$ cat config.mk
export PLATFORM = sky130hd
export DESIGN_NAME = marker_overlay
export DESIGN_NICKNAME = d
export VERILOG_FILES = /design/src/rtl/marker_overlay.sv
export SDC_FILE = /design/constraint.sdc
export NUM_CORES = 1
export LEC_CHECK = 0
export ABC_AREA = 1
export CAP_MARGIN = 20
export CORE_MARGIN = 8
export CORE_UTILIZATION = 59
export CTS_CLUSTER_DIAMETER = 30
export CTS_CLUSTER_SIZE = 10
export DETAILED_ROUTE_END_ITERATION = 16
export GPL_TIMING_DRIVEN = 0
export PLACE_DENSITY_LB_ADDON = 0.12
export SLEW_MARGIN = 5
export SYNTH_ARGS = -nofsm -noshare
export SYNTH_HDL_FRONTEND = slang
export SYNTH_SLANG_ARGS = --single-unit
$ cat constraint.sdc
create_clock -name clk -period 6.42 [get_ports clk]
set_clock_uncertainty 0.15 [all_clocks]
set_input_delay 0.642 -clock clk [delete_from_list [all_inputs] [get_ports clk]]
set_output_delay 0.642 -clock clk [all_outputs]
set_load 0.05 [all_outputs]
$ cat src/rtl/marker_overlay.sv
// marker_overlay: draws a cross marker at latched centroid coordinates on an RGB video stream, 2-cycle latency.
// Ports: clk/rst_n (async active-low); de/hsync/vsync_in + pixel_in (24b RGB) in;
// x_in/y_in (12b, 1-based centroid); de/hsync/vsync_out + pixel_out delayed 2 cycles; mark_active (latched coords valid).
module marker_overlay #(
  parameter int          IMG_W      = 64,
  parameter int          IMG_H      = 64,
  parameter int          MARK_HALF  = 3,
  parameter logic [23:0] MARK_COLOR = 24'hFF0000
) (
  input  logic        clk,
  input  logic        rst_n,
  input  logic        de_in,
  input  logic        hsync_in,
  input  logic        vsync_in,
  input  logic [23:0] pixel_in,
  input  logic [11:0] x_in,
  input  logic [11:0] y_in,
  output logic        de_out,
  output logic        hsync_out,
  output logic        vsync_out,
  output logic [23:0] pixel_out,
  output logic        mark_active
);
  localparam logic [11:0] W12 = 12'(IMG_W);
  localparam logic [11:0] H12 = 12'(IMG_H);
  localparam logic signed [12:0] HALF = 13'(MARK_HALF);
  logic de_d, vs_d, de_fall, vs_rise, coord_ok, hit;
  logic [11:0] col, row, cx, cy;
  logic signed [12:0] dc, dr;
  logic de1, hs1, vs1, hit1;
  logic [23:0] pix1;
  assign de_fall  = de_d & ~de_in;
  assign vs_rise  = vsync_in & ~vs_d;
  assign coord_ok = x_in != 12'd0 && x_in <= W12 && y_in != 12'd0 && y_in <= H12;
  // Zero-extended signed differences so a marker near an edge clips instead of wrapping.
  assign dc  = $signed({1'b0, col}) - $signed({1'b0, cx});
  assign dr  = $signed({1'b0, row}) - $signed({1'b0, cy});
  // Uses the currently latched cx/cy, so a pixel coinciding with the vsync edge still sees the old marker.
  assign hit = mark_active && ((col == cx && dr <= HALF && dr >= -HALF) ||
                               (row == cy && dc <= HALF && dc >= -HALF));
  always_ff @(posedge clk or negedge rst_n) begin
    if (!rst_n) begin
      de_d        <= 1'b0;
      vs_d        <= 1'b0;
      col         <= 12'd1;
      row         <= 12'd1;
      cx          <= '0;
      cy          <= '0;
      mark_active <= 1'b0;
      de1         <= 1'b0;
      hs1         <= 1'b0;
      vs1         <= 1'b0;
      hit1        <= 1'b0;
      pix1        <= '0;
      de_out      <= 1'b0;
      hsync_out   <= 1'b0;
      vsync_out   <= 1'b0;
      pixel_out   <= '0;
    end else begin
      de_d <= de_in;
      vs_d <= vsync_in;
      // Counters saturate at 4095 so oversized timing never wraps back onto the marker.
      if (de_in) col <= col + 12'(col != 12'hFFF);
      else if (de_fall) col <= 12'd1;
      if (vs_rise) row <= 12'd1;
      else if (de_fall) row <= row + 12'(row != 12'hFFF);
      if (vs_rise) begin
        cx          <= x_in;
        cy          <= y_in;
        mark_active <= coord_ok;
      end
      de1       <= de_in;
      hs1       <= hsync_in;
      vs1       <= vsync_in;
      pix1      <= pixel_in;
      hit1      <= hit;
      de_out    <= de1;
      hsync_out <= hs1;
      vsync_out <= vs1;
      pixel_out <= de1 ? (hit1 ? MARK_COLOR : pix1) : 24'h000000;
    end
  end
endmodule

* After elaboration in Yosys (flattened, before gate mapping)
Index checks and enable logic that the tools add are counted.
** Cells by class
- Add/sub/neg operators :: 4
- Magnitude comparators :: 6
- Eq/ne operators :: 4
- Muxes and demuxes :: 6
- Bitwise operators :: 4
- Reductions and logical operators :: 13
** Operators with widths (count)
- 12-bit 2-to-1 mux :: 4
- 24-bit 2-to-1 mux :: 2
- 13-bit by 3-bit greater-or-equal comparator with 1-bit output, second input constant :: 2
- 13-bit by 3-bit less-or-equal comparator with 1-bit output, second input constant :: 2
- 12-bit by 12-bit subtractor with 13-bit output :: 2
- 12-bit by 1-bit adder with 12-bit output :: 2
- 12-bit equality test :: 2
- 12-bit by 7-bit less-or-equal comparator with 1-bit output, second input constant :: 2
- 12-bit inequality test, second input constant :: 2
- 12-bit nonzero test :: 2
- 1-bit logical AND :: 8
- 2-bit nonzero test :: 2
- 1-bit bitwise AND :: 2
- 1-bit inverter :: 2
- 1-bit logical OR :: 1
** Word-level totals
- Register bits after elaboration :: 104
- Input bits :: 53
- Output and inout bits :: 28
- Word-level logic and storage cells :: 51

* Logic depth before layout (Yosys ltp)
Gate-level depths: netlist of run 1.
- Word-level depth :: 6
- Depth in mapped cells :: 17
- Mapped depth without buffers :: 17

* Worst setup path before layout of run 1
No wires, ideal clock.
- Kind :: register to register
- Start :: reg row[0]
- End :: reg hit1
- Setup time :: 0.073 ns
- Arrival time :: 2.134 ns
- Required time :: 6.197 ns
- Setup slack :: 4.062 ns
- Stages on the path, launching flop included :: 17
- Buffers on the path :: 0
- Period minus slack after synthesis :: 2.358 ns
- Cell sequence :: dfstp_2 inv_1 ha_1 fa_1 inv_1 nand2_1 nand2_1 nand3_2 nand2_2 nand2_1 nand2_1 nand3_1 nor2_2 nand4_1 nand2_1 nand3_1 a21oi_2
** Between the ends
- Longest elaborated chain between the ends :: 6
- Elaborated cells between the ends (all ways) :: 10
- Classes of those cells :: add/sub (1); order compare (2); eq/ne (1); reduce/logical (6)
** RTL lines
- start: declaration :: line 28 : logic [11:0] col, row, cx, cy;
- start signal: assignment :: line 66 : else if (de_fall) row <= row + 12'(row != 12'hFFF);
- 12-bit by 12-bit subtractor with 13-bit output :: line 37 : assign dr = $signed({1'b0, row}) - $signed({1'b0, cy});
- 13-bit by 3-bit less-or-equal comparator with 1-bit output :: line 39 : assign hit = mark_active && ((col == cx && dr <= HALF && dr >= -HALF) ||
- 1-bit logical AND (2 in series) :: line 39
- 1-bit logical OR * :: line 39
- 1-bit logical AND * :: line 39
- via hit :: line 27 : logic de_d, vs_d, de_fall, vs_rise, coord_ok, hit;
- end signal: assignment :: line 76 : hit1 <= hit;
- end: declaration :: line 30 : logic de1, hs1, vs1, hit1;
The timed path passes the listed nets; every way through them passes the cells marked *.
A chain may end at the register's enable or synchronous reset.

* Worst setup path after layout of run 1
Ends and elaborated chain as after synthesis.

==> results of run 1 <==
sequential cells by signal (all words and copies together), names as in the netlist:
name         count
pix1            24
pixel_out       24
cx              12
de1              1
row             12
vsync_out        1
hsync_out        1
col             12
vs1              1
de_out           1
cy              12
hit1             1
mark_active      1
hs1              1
worst reg2reg max path, delay by kind of cell (launching register included):
kind	cells	cell delay [ps]
buffers and inverters	2	170
adder cells (fa/ha/maj)	2	640
AO/OA/AOI/OAI	1	160
flip-flops	1	560
AND/OR/NAND/NOR	11	970
metrics by stage:
stage / util (%) / worst slack (ps) / area [µm²] / total power, W / cells
6_report: 73.3 / 3700 / 6780 / 0.00157 / 944
5_1_grt: 73.3 / 3430 / 6780 / 0.00166 / 944
4_1_cts: 73.3 / 3720 / 6780 / 0.00158 / 944
3_5_place_dp: 71.2 / 3700 / 6580 / 0.00118 / 928
3_3_place_gp: 70.9 / 907 / 6550 / 0.00116 / 927
2_1_floorplan: - / 4060 / 5590 / 0.00104 / 718
cell usage after synthesis:
cell type	instances
nor4_1	4
xor2_1	4
ha_1	28
mux2i_1	2
a31oi_1	2
a22o_1	1
o221ai_1	2
and3_4	1
nor4_2	1
buf_4	1
nor3_1	8
a21oi_2	1
nand3_2	3
or4_1	1
nand2_1	172
nand2_2	16
and2_1	1
clkbuf_1	10
dfstp_2	2
inv_2	7
a22oi_1	1
and2_4	1
and3_1	1
dfrtp_1	102
o22a_1	1
o21bai_1	1
nor2_2	5
nand4_1	11
a21oi_1	27
fa_1	2
o21ai_0	38
o22ai_1	1
nor2_4	1
nand2_4	2
nand3_1	56
inv_1	122
o21ai_1	2
nor2_1	76
or2_2	1
cells by family (layout without fill, tap and decap cells):
family	count (synthesis)	in the layout
buf+inv	140	237
fa+ha+maj	30	30
compound gates	77	77
mux	2	2
flops	104	104
simple gates	361	361
xor+xnor	4	4
routing by layer:
| metal | GRT usage [%] | part of all wire, % | vias to the layer above | routed length, µm |
|---|---|---|---|---|
| met3 | 4.90 | 6.6 | 12 | 879 |
| li1 | - | - | 2448 | - |
| met1 | 28.3 | 46 | 2267 | 6120 |
| met5 | 0 | 0 | - | 0 |
| met2 | 34.2 | 46 | 190 | 6070 |
| met4 | 7.10 | 1.1 | 0 | 148 |
power groups by stage:
stage	Clock [W]	Sequential, W	Combinational [W]
final	0.000394	0.000722	0.000450
after global routing	0.000429	0.000726	0.000509
after CTS	0.000405	0.000722	0.000450
after detailed placement	0	0.000735	0.000447
after global placement	0	0.000733	0.000432
after floorplan	0	0.000761	0.000278
worst max-delay path by stage:
stage | to
detailed placement | row[11]$_DFFE_PN0P_
global placement | row[5]$_DFFE_PN0P_
global route | hit1$_DFF_PN0_
finish | hit1$_DFF_PN0_
CTS | hit1$_DFF_PN0_
floorplan | hit1$_DFF_PN0_
area by class of cell:
| cell class | count | area (µm²) |
|---|---|---|
| multi-input cells | 474 | 2460 |
| clock inverters | 6 | 60.1 |
| flip-flops and latches | 104 | 2610 |
| well taps | 129 | 161 |
| clock buffers | 10 | 138 |
| plain buffers | 11 | 45.0 |
| fillers | 722 | 2460 |
| inverters | 129 | 484 |
| repair buffers | 81 | 826 |
==> results.py, run 1 <==
metrics = {
    "setup_path": {
        "reg2reg_from": "row[0]$_DFFE_PN1P_",
        "critPathLaunch": "row[0]$_DFFE_PN1P_",
        "slowest_stage": "dfstp_2",
        "regToRegSetupSlack_ps": 3700,
        "crit_chain": "inv_1, ha_1, fa_1, inv_1, nand2_1, nand2_1, nand3_2, nand2_2, nand2_1, nand2_1, nand3_1, nor2_2, nand4_1, nand2_1, nand3_1, a21oi_2",
        "crit_cells": 16,
        "cp_num_buf_inv": 2,
        "cp-start-kind": "flop",
        "cp.required_ps": 6570,
        "worstSetupEndpointType": "flop",
        "reg2reg_to": "hit1$_DFF_PN0_",
        "cp_max_fo": 4,
        "cp_top_family": "simple AND/OR/NAND/NOR gates",
        "slowest_delay_ps": 560,
        "critical_path_class": "reg2reg",
        "cp.arrival_ps": 2860,
        "cp_common_cell": "nand2_1",
        "r2r_cells": 16,
    },
    "sta": {
        "slew_headroom_pct": 57.7,
        "fin_hold_ws_ps": 125,
        "max_clock_freq_ghz": 0.368,
        "post-route-min-period_ps": 2720,
        "setup_violations": 0,
        "finalHoldViolations": 0,
        "fin_crit_sh_pct": 42.3,
        "tightest_slew_ps": 635,
        "finalSetupTns_ps": 0,
        "rsz0062_at_grt": "false",
        "drv_slew": 0,
    },
    "synthesis": {
        "synth_cells": 718,
        "muxShareOfSynthArea_pct": 0.358,
        "synthesis.nets": 801,
        "synthSimpleGateAreaFrac_pct": 28.6,
        "synth_top_family_by_area": "simple AND/OR/NAND/NOR gates",
        "synth_top_area_share_pct": 45.6,
        "yosysTopAreaCell": "dfrtp_1",
        "synth-compound-area-share_pct": 7.38,
        "synth_seq_area_share_pct": 46.6,
        "synthAdderAreaFrac_pct": 6.98,
        "ys_ff_latch": 104,
        "synth_warnings": 0,
        "synth-xor-area-share_pct": 0.627,
        "ys_top_cells_by_area": "dfrtp_1 46%, nand2_1 12%, inv_1 8.2%, ha_1 6.3%, nor2_1 5.1%",
        "syn_area_per_cell_um2": 7.79,
        "ys_types": 39,
        "synth_area_um2": 5590,
    },
    "clocking": {
        "clockRootBuffer": "clkbuf_8",
        "cts_hold_buf": 0,
        "clk_pin_slew_ps": 100,
        "post_cts_resized": 0,
        "htree_levels": 3,
        "clk_latency_ps": 370,
        "max-clock-path-buffers": 2,
        "numCtsBuffers": 9,
        "cts_setup_buffers": 0,
        "cts_tree": "done",
        "clock_sink_count": 104,
    },
    "placed_design": {
        "portBuffers": 80,
        "dp_hpwl_um": 10600,
        "gp_congestion": 0.922,
    },
    "layout": {
        "num-nets-final": 893,
        "area_delta_synth_final_pct": 21.2,
        "final_common_cell": "nand2_1",
        "antennaDiodeCount": 0,
        "drive_gt1_share_pct": 7.36,
        "layout_common_cells": "172 x nand2_1, 122 x inv_1, 102 x dfrtp_1",
    },
    "global_routing": {
        "track_usage_pct": 21.5,
        "grt_pass1_vias": 4764,
        "grt_max_degree": 57,
        "grt_pass1_wl_um": 22200,
        "antenna_found_initial": 0,
        "gr-total-overflow": 0,
    },
    "floorplanning": {
        "fp.coreArea_um2": 9240,
        "die_w_um": 113,
        "die_h_um": 113,
        "ios": 81,
        "initial_utilization_pct": 60.5,
        "die_area_um2": 12800,
        "rows": 35,
    },
    "drt": {
        "drc_errors": 0,
        "num_vias": 4917,
        "first_pass_iters": 5,
        "antenna_left": 0,
        "first_iter_violations": 356,
        "wl_um": 13200,
        "wire_per_inst_um": 14.0,
        "vias_per_cell": 5.21,
    },
    "power_and_ir_drop": {
        "p_leak_nw": 3.49,
        "swShare_pct": 34.6,
        "combPwrFrac_pct": 28.8,
        "powerDensity_nw_per_um2": 231,
        "p_clk_share_pct": 25.2,
        "p_sw_w": 0.000543,
        "p_seq_share_pct": 46.1,
        "internal_power_w": 0.00102,
        "peakVddDrop_mv": 0.167,
    },
    "job": {
        "drv_cap": 0,
    },
    "status": {
        "status": "finished clean",
    },
    "min_path": {
        "hold_path.class": "in2async",
    },
}
Power figures use the tool's default switching activity.
==> run 2: changes to the inputs <==
--- a/config.mk
+++ b/config.mk
@@ -8,7 +8,7 @@
 export ABC_AREA = 1
 export CAP_MARGIN = 20
 export CORE_MARGIN = 8
-export CORE_UTILIZATION = 59
+export CORE_UTILIZATION = 55
 export CTS_CLUSTER_DIAMETER = 30
 export CTS_CLUSTER_SIZE = 10
 export DETAILED_ROUTE_END_ITERATION = 16
==> constraint.sdc (replaced) <==
create_clock -name clk -period 2.8 [get_ports clk]
set_clock_uncertainty 0.15 [all_clocks]
set_input_delay 0.28 -clock clk [delete_from_list [all_inputs] [get_ports clk]]
set_output_delay 0.28 -clock clk [all_outputs]
set_load 0.05 [all_outputs]
==> run 2 against run 1 <==
Net effect:
- combinational power grew 150%
- setup slack lost 3600 ps
- global-route usage shrank 0.74 points
- non-clock buffer count grew 7
- critical path depth is the same
- critical endpoint unchanged
- total power grew 130%
- register-to-register slack lost 3600 ps
- flip-flop and latch count is the same
- largest power group unchanged
==> results.py, run 2 (synthesized netlist as in run 1, its figures left out) <==
metrics = {
    "drt": {
        "drc_errors": 0,
        "wl_met3_um": 953,
        "wire_per_inst_um": 14.3,
        "wl_met1_um": 6470,
        "first_iter_violations": 332,
        "num_vias": 4879,
        "dr_wl_met2_um": 6070,
        "vias_per_cell": 5.09,
        "antenna_left": 0,
        "top_layer_used": "met4",
        "wl_um": 13700,
        "first_pass_iters": 5,
    },
    "setup_path": {
        "r2r_cells": 16,
        "cp.required_ps": 2920,
        "critical_path_class": "reg2reg",
        "slowest_stage": "dfstp_2",
        "cp.arrival_ps": 2770,
        "slowest_delay_ps": 550,
        "reg2reg_to": "hit1$_DFF_PN0_",
        "critPathLaunch": "col[0]$_DFFE_PN1P_",
        "cp-start-kind": "flop",
        "worstSetupEndpointType": "flop",
        "cp_common_cell": "nand2_1",
        "cp_num_buf_inv": 2,
        "crit_chain": "inv_1, ha_2, fa_2, inv_2, nand2_1, nand3_2, nand2_2, nand2_2, nand2_1, nand2_1, nand2_1, nor2_2, nand3_1, nand2_1, nand3_2, a21oi_4",
        "cp_max_fo": 3,
        "cp_top_family": "simple AND/OR/NAND/NOR gates",
        "reg2reg_from": "col[0]$_DFFE_PN1P_",
        "regToRegSetupSlack_ps": 150,
    },
    "floorplanning": {
        "ios": 81,
        "die_w_um": 117,
        "die_area_um2": 13600,
        "fp.coreArea_um2": 10100,
        "initial_utilization_pct": 55.4,
        "die_h_um": 117,
        "rows": 37,
    },
    "layout": {
        "area_delta_synth_final_pct": 23.9,
        "antennaDiodeCount": 0,
        "drive_gt1_share_pct": 10.2,
        "top_regs": "pix1 (24), pixel_out (24)",
        "final_common_cell": "nand2_1",
        "num-nets-final": 900,
        "utilization_pct": 68.6,
        "layout_common_cells": "167 x nand2_1, 119 x inv_1, 102 x dfrtp_1",
        "fill_cells": 868,
    },
    "sta": {
        "slew_headroom_pct": 52.3,
        "setup_violations": 0,
        "max_clock_freq_ghz": 0.378,
        "finalSetupTns_ps": 0,
        "drv_slew": 0,
        "fin_crit_sh_pct": 94.5,
        "finalHoldViolations": 0,
        "fin_hold_ws_ps": 184,
        "worst_slack_ps": 154,
        "post-route-min-period_ps": 2650,
        "tightest_slew_ps": 709,
    },
    "power_and_ir_drop": {
        "p_leak_nw": 3.52,
        "p_sw_w": 0.00129,
        "combPwrFrac_pct": 30.4,
        "p_seq_share_pct": 45.2,
        "peakVddDrop_mv": 0.327,
        "p_clk_share_pct": 24.3,
        "powerDensity_nw_per_um2": 528,
        "swShare_pct": 35.1,
        "internal_power_w": 0.00237,
    },
    "global_routing": {
        "grt_pass1_wl_um": 22300,
        "grt_max_degree": 63,
        "antenna_found_initial": 0,
        "grt_pass1_vias": 4729,
        "track_usage_pct": 20.8,
        "gr-total-overflow": 0,
    },
    "status": {
        "status": "finished clean",
    },
    "min_path": {
        "whs_path_depth": 1,
        "hold_path.class": "in2reg",
        "hold_start": "hsync_in",
        "whs_endpoint": "hs1$_DFF_PN0_",
    },
    "placed_design": {
        "gp_congestion": 0.902,
        "post-place-ws_ps": -36.9,
        "dp_hpwl_um": 11000,
        "portBuffers": 80,
    },
    "clocking": {
        "numCtsBuffers": 9,
        "max-clock-path-buffers": 2,
        "clk_pin_slew_ps": 110,
        "cts_tree": "done",
        "clock_sink_count": 104,
        "clk_latency_ps": 370,
        "clockRootBuffer": "clkbuf_8",
        "htree_levels": 3,
    },
    "job": {
        "drv_cap": 0,
    },
}
[run 2: worst register-to-register path, stage by stage (launching register included)]
cell and delay, ps:
dfstp_2 550, inv_1 70, ha_2 200, fa_2 400, inv_2 90, nand2_1 70, nand3_2 90, nand2_2 80
nand2_2 80, nand2_1 50, nand2_1 50, nand2_1 60, nor2_2 120, nand3_1 80, nand2_1 70, nand3_2 120
a21oi_4 230
[run 2: per-layer routing]
metal | GRT usage, % | vias to the layer above
li1 | - | 2460
met5 | 0 | -
met1 | 28.9 | 2256
met2 | 32.3 | 147
met3 | 4.41 | 16
met4 | 5.29 | 0
[run 2: timing repair]
action,CTS,global route
endpoints found under the setup margin,1,1
endpoints found under the hold margin,41,0
hold buffers,1,0
resized for setup,2,22
pin swaps,1,11
setup buffers,0,6
gates cloned,0,0
[run 2: worst max-delay path by stage]
stage | end | cells after the start
final | hit1$_DFF_PN0_ | 16
after global routing | hit1$_DFF_PN0_ | 16
after global placement | cy[11]$_DFFE_PN0P_ | 1
after detailed placement | hit1$_DFF_PN0_ | 16
after floorplan | hit1$_DFF_PN0_ | 16
after CTS | hit1$_DFF_PN0_ | 16
[run 2: power groups by stage]
stage	clock (W)	sequential [W]	combinational [W]
2_1_floorplan	0	0.00174	0.000637
3_3_place_gp	0	0.00168	0.000995
3_5_place_dp	0	0.00168	0.00102
4_1_cts	0.000921	0.00166	0.00103
5_1_grt	0.000979	0.00167	0.00124
6_report	0.000891	0.00166	0.00111
[run 2: per-stage QoR]
step	std cells	instance area, µm²	power, W
finish	958	6930	0.00366
global route	958	6930	0.00389
CTS	952	6790	0.00361
detailed placement	935	6590	0.00271
global placement	934	6560	0.00268
floorplan	718	5590	0.00238
[run 2: area by class of cell]
type                    instances  area, µm²  area share (%)
inverters                     129        484            6.99
repair buffers                 88        881            12.7
well taps                     136        170            2.46
multi-input cells             474       2550            36.8
clock inverters                 7       67.6           0.975
clock buffers                   9        124            1.79
plain buffers                  11       45.0           0.650
flip-flops and latches        104       2610            37.6
==> run 3: changes to the inputs <==
--- a/config.mk
+++ b/config.mk
@@ -7,6 +7,7 @@
 export LEC_CHECK = 0
 export ABC_AREA = 1
 export CAP_MARGIN = 20
+export CORE_ASPECT_RATIO = 1.25
 export CORE_MARGIN = 8
 export CORE_UTILIZATION = 55
 export CTS_CLUSTER_DIAMETER = 30
==> run 3 against run 2 <==
Net effect:
- sequential share of layout area increased by 0.052 points
- core utilization up 0.55 points
- flip-flop and latch count is the same
- critical endpoint unchanged
- largest power group unchanged
- highest routed layer unchanged
==> results.py, run 3 (synthesized netlist as in run 1, its figures left out) <==
metrics = {
    "sta": {
        "tightest_slew_ps": 710,
        "finalHoldViolations": 0,
        "fin_crit_sh_pct": 92.4,
        "max_clock_freq_ghz": 0.387,
        "slew_headroom_pct": 52.6,
        "drv_slew": 0,
        "post-route-min-period_ps": 2590,
        "rsz0062_at_grt": "false",
        "setup_violations": 0,
    },
    "drt": {
        "first_iter_violations": 258,
        "wl_um": 13900,
        "antenna_left": 0,
        "wire_per_inst_um": 14.7,
        "num_vias": 4926,
        "vias_per_cell": 5.20,
        "first_pass_iters": 7,
        "drc_errors": 0,
    },
    "placed_design": {
        "gp_congestion": 0.895,
        "dp.cells": 928,
        "dp_hpwl_um": 10700,
        "portBuffers": 80,
        "placed_area_um2": 6580,
    },
    "clocking": {
        "max-clock-path-buffers": 2,
        "clock_sink_count": 104,
        "clk_pin_slew_ps": 80,
        "clk_latency_ps": 350,
        "htree_levels": 3,
        "cts_tree": "done",
        "numCtsBuffers": 9,
        "clockRootBuffer": "clkbuf_16",
    },
    "power_and_ir_drop": {
        "totalPowerFinal_w": 0.00395,
        "p_leak_nw": 3.55,
        "powerDensity_nw_per_um2": 571,
        "peakVddDrop_mv": 0.369,
    },
    "layout": {
        "stdcell_count": 948,
        "utilization_pct": 69.2,
        "top_regs": "pix1 (24), pixel_out (24)",
        "drive_gt1_share_pct": 8.30,
        "num-nets-final": 897,
        "antennaDiodeCount": 0,
        "regArea_um2": 2610,
        "area_delta_synth_final_pct": 23.8,
        "final_cell_area_um2": 6920,
        "multiInputGateArea_um2": 2460,
        "fill_cells": 833,
        "final_common_cell": "nand2_1",
        "layout_common_cells": "171 x nand2_1, 121 x inv_1, 101 x dfrtp_1",
    },
    "global_routing": {
        "grt_max_degree": 59,
        "gr-total-overflow": 0,
        "antenna_found_initial": 0,
        "grt_pass1_vias": 4831,
        "grt_pass1_wl_um": 23000,
        "track_usage_pct": 21.0,
    },
    "setup_path": {
        "cp.required_ps": 2930,
        "cp-start-kind": "flop",
        "worstSetupEndpointType": "flop",
        "cp_max_fo": 4,
        "cp.arrival_ps": 2710,
        "critical_path_class": "reg2reg",
    },
    "floorplanning": {
        "die_area_um2": 13700,
        "fp.coreArea_um2": 10000,
        "initial_utilization_pct": 55.9,
        "rows": 41,
        "die_h_um": 129,
        "ios": 81,
        "die_w_um": 106,
    },
    "job": {
        "drv_cap": 0,
    },
    "min_path": {
        "hold_path.class": "reg2reg",
    },
    "status": {
        "status": "finished clean",
    },
}
-- run 3: per-stage QoR --
step	hold slack, ps	setup WS [ps]	setup TNS, ps
after floorplan	-166	442	0
after global placement	183	-2400	-245730
after detailed placement	187	99.8	0
final	195	214	0
after global routing	195	7.60	0
after CTS	195	81.8	0
-- run 3: final cells by class --
| type | instances | area share [%] |
|---|---|---|
| timing repair buffer | 85 | 12.4 |
| multi-input combinational | 474 | 35.6 |
| tap | 129 | 2.33 |
| clock buffer | 10 | 3.45 |
| sequential | 104 | 37.7 |
| inverter | 129 | 7.00 |
| buffer | 11 | 0.651 |
| clock inverter | 6 | 0.886 |
-- run 3: path summary, 6_finish.rpt --
check	cells past startpoint	end	start	slack [ps]
min reg2reg	0	hsync_out$_DFF_PN0_	hs1$_DFF_PN0_	190
max in group asynchronous	3	row[0]$_DFFE_PN1P_	rst_n	1390
min	0	hsync_out$_DFF_PN0_	hs1$_DFF_PN0_	190
max	16	hit1$_DFF_PN0_	row[0]$_DFFE_PN1P_	210
min in group asynchronous	2	pixel_out[8]$_DFF_PN0_	rst_n	360
max reg2reg	16	hit1$_DFF_PN0_	row[0]$_DFFE_PN1P_	210
-- run 3: power breakdown --
group / leakage (nW) / internal (W) / total [W] / switching (W)
Combinational: 2.11 / 0.000382 / 0.00104 / 0.000662
Sequential: 1.30 / 0.00160 / 0.00166 / 0.0000536
Clock: 0.144 / 0.000650 / 0.00125 / 0.000603
Total: 3.55 / 0.00264 / 0.00395 / 0.00132
-- run 3: repair_timing --
| item | CTS | global route |
|---|---|---|
| setup buffers | 0 | 3 |
| endpoints found under the hold margin | 57 | 0 |
| setup endpoints to repair | 0 | 2 |
| resized for setup | 0 | 5 |
| hold buffers | 1 | 0 |
-- run 3: worst max-delay path, stage by stage, from the launching register on --
cell and delay [ps]:
dfstp_2 550, inv_1 60, ha_1 220, fa_2 370
inv_2 90, nand2_1 60, nand2_2 110, nand3_2 100
nand2_1 100, nand2_1 60, nand2_1 80, nand3_1 90
nor2_2 90, nand4_1 90, nand2_1 70, nand3_1 80
a21oi_2 140
-- run 3: layer usage --
layer / vias to the layer above / wire length [µm] / part of all wire (%) / track usage (%)
met4: 0 / 191 / 1.4 / 6.14
met3: 15 / 849 / 6.1 / 5.55
met5: - / 0 / 0 / 0
li1: 2440 / - / - / -
met1: 2305 / 5980 / 43 / 25.3
met2: 166 / 6880 / 49 / 36.1
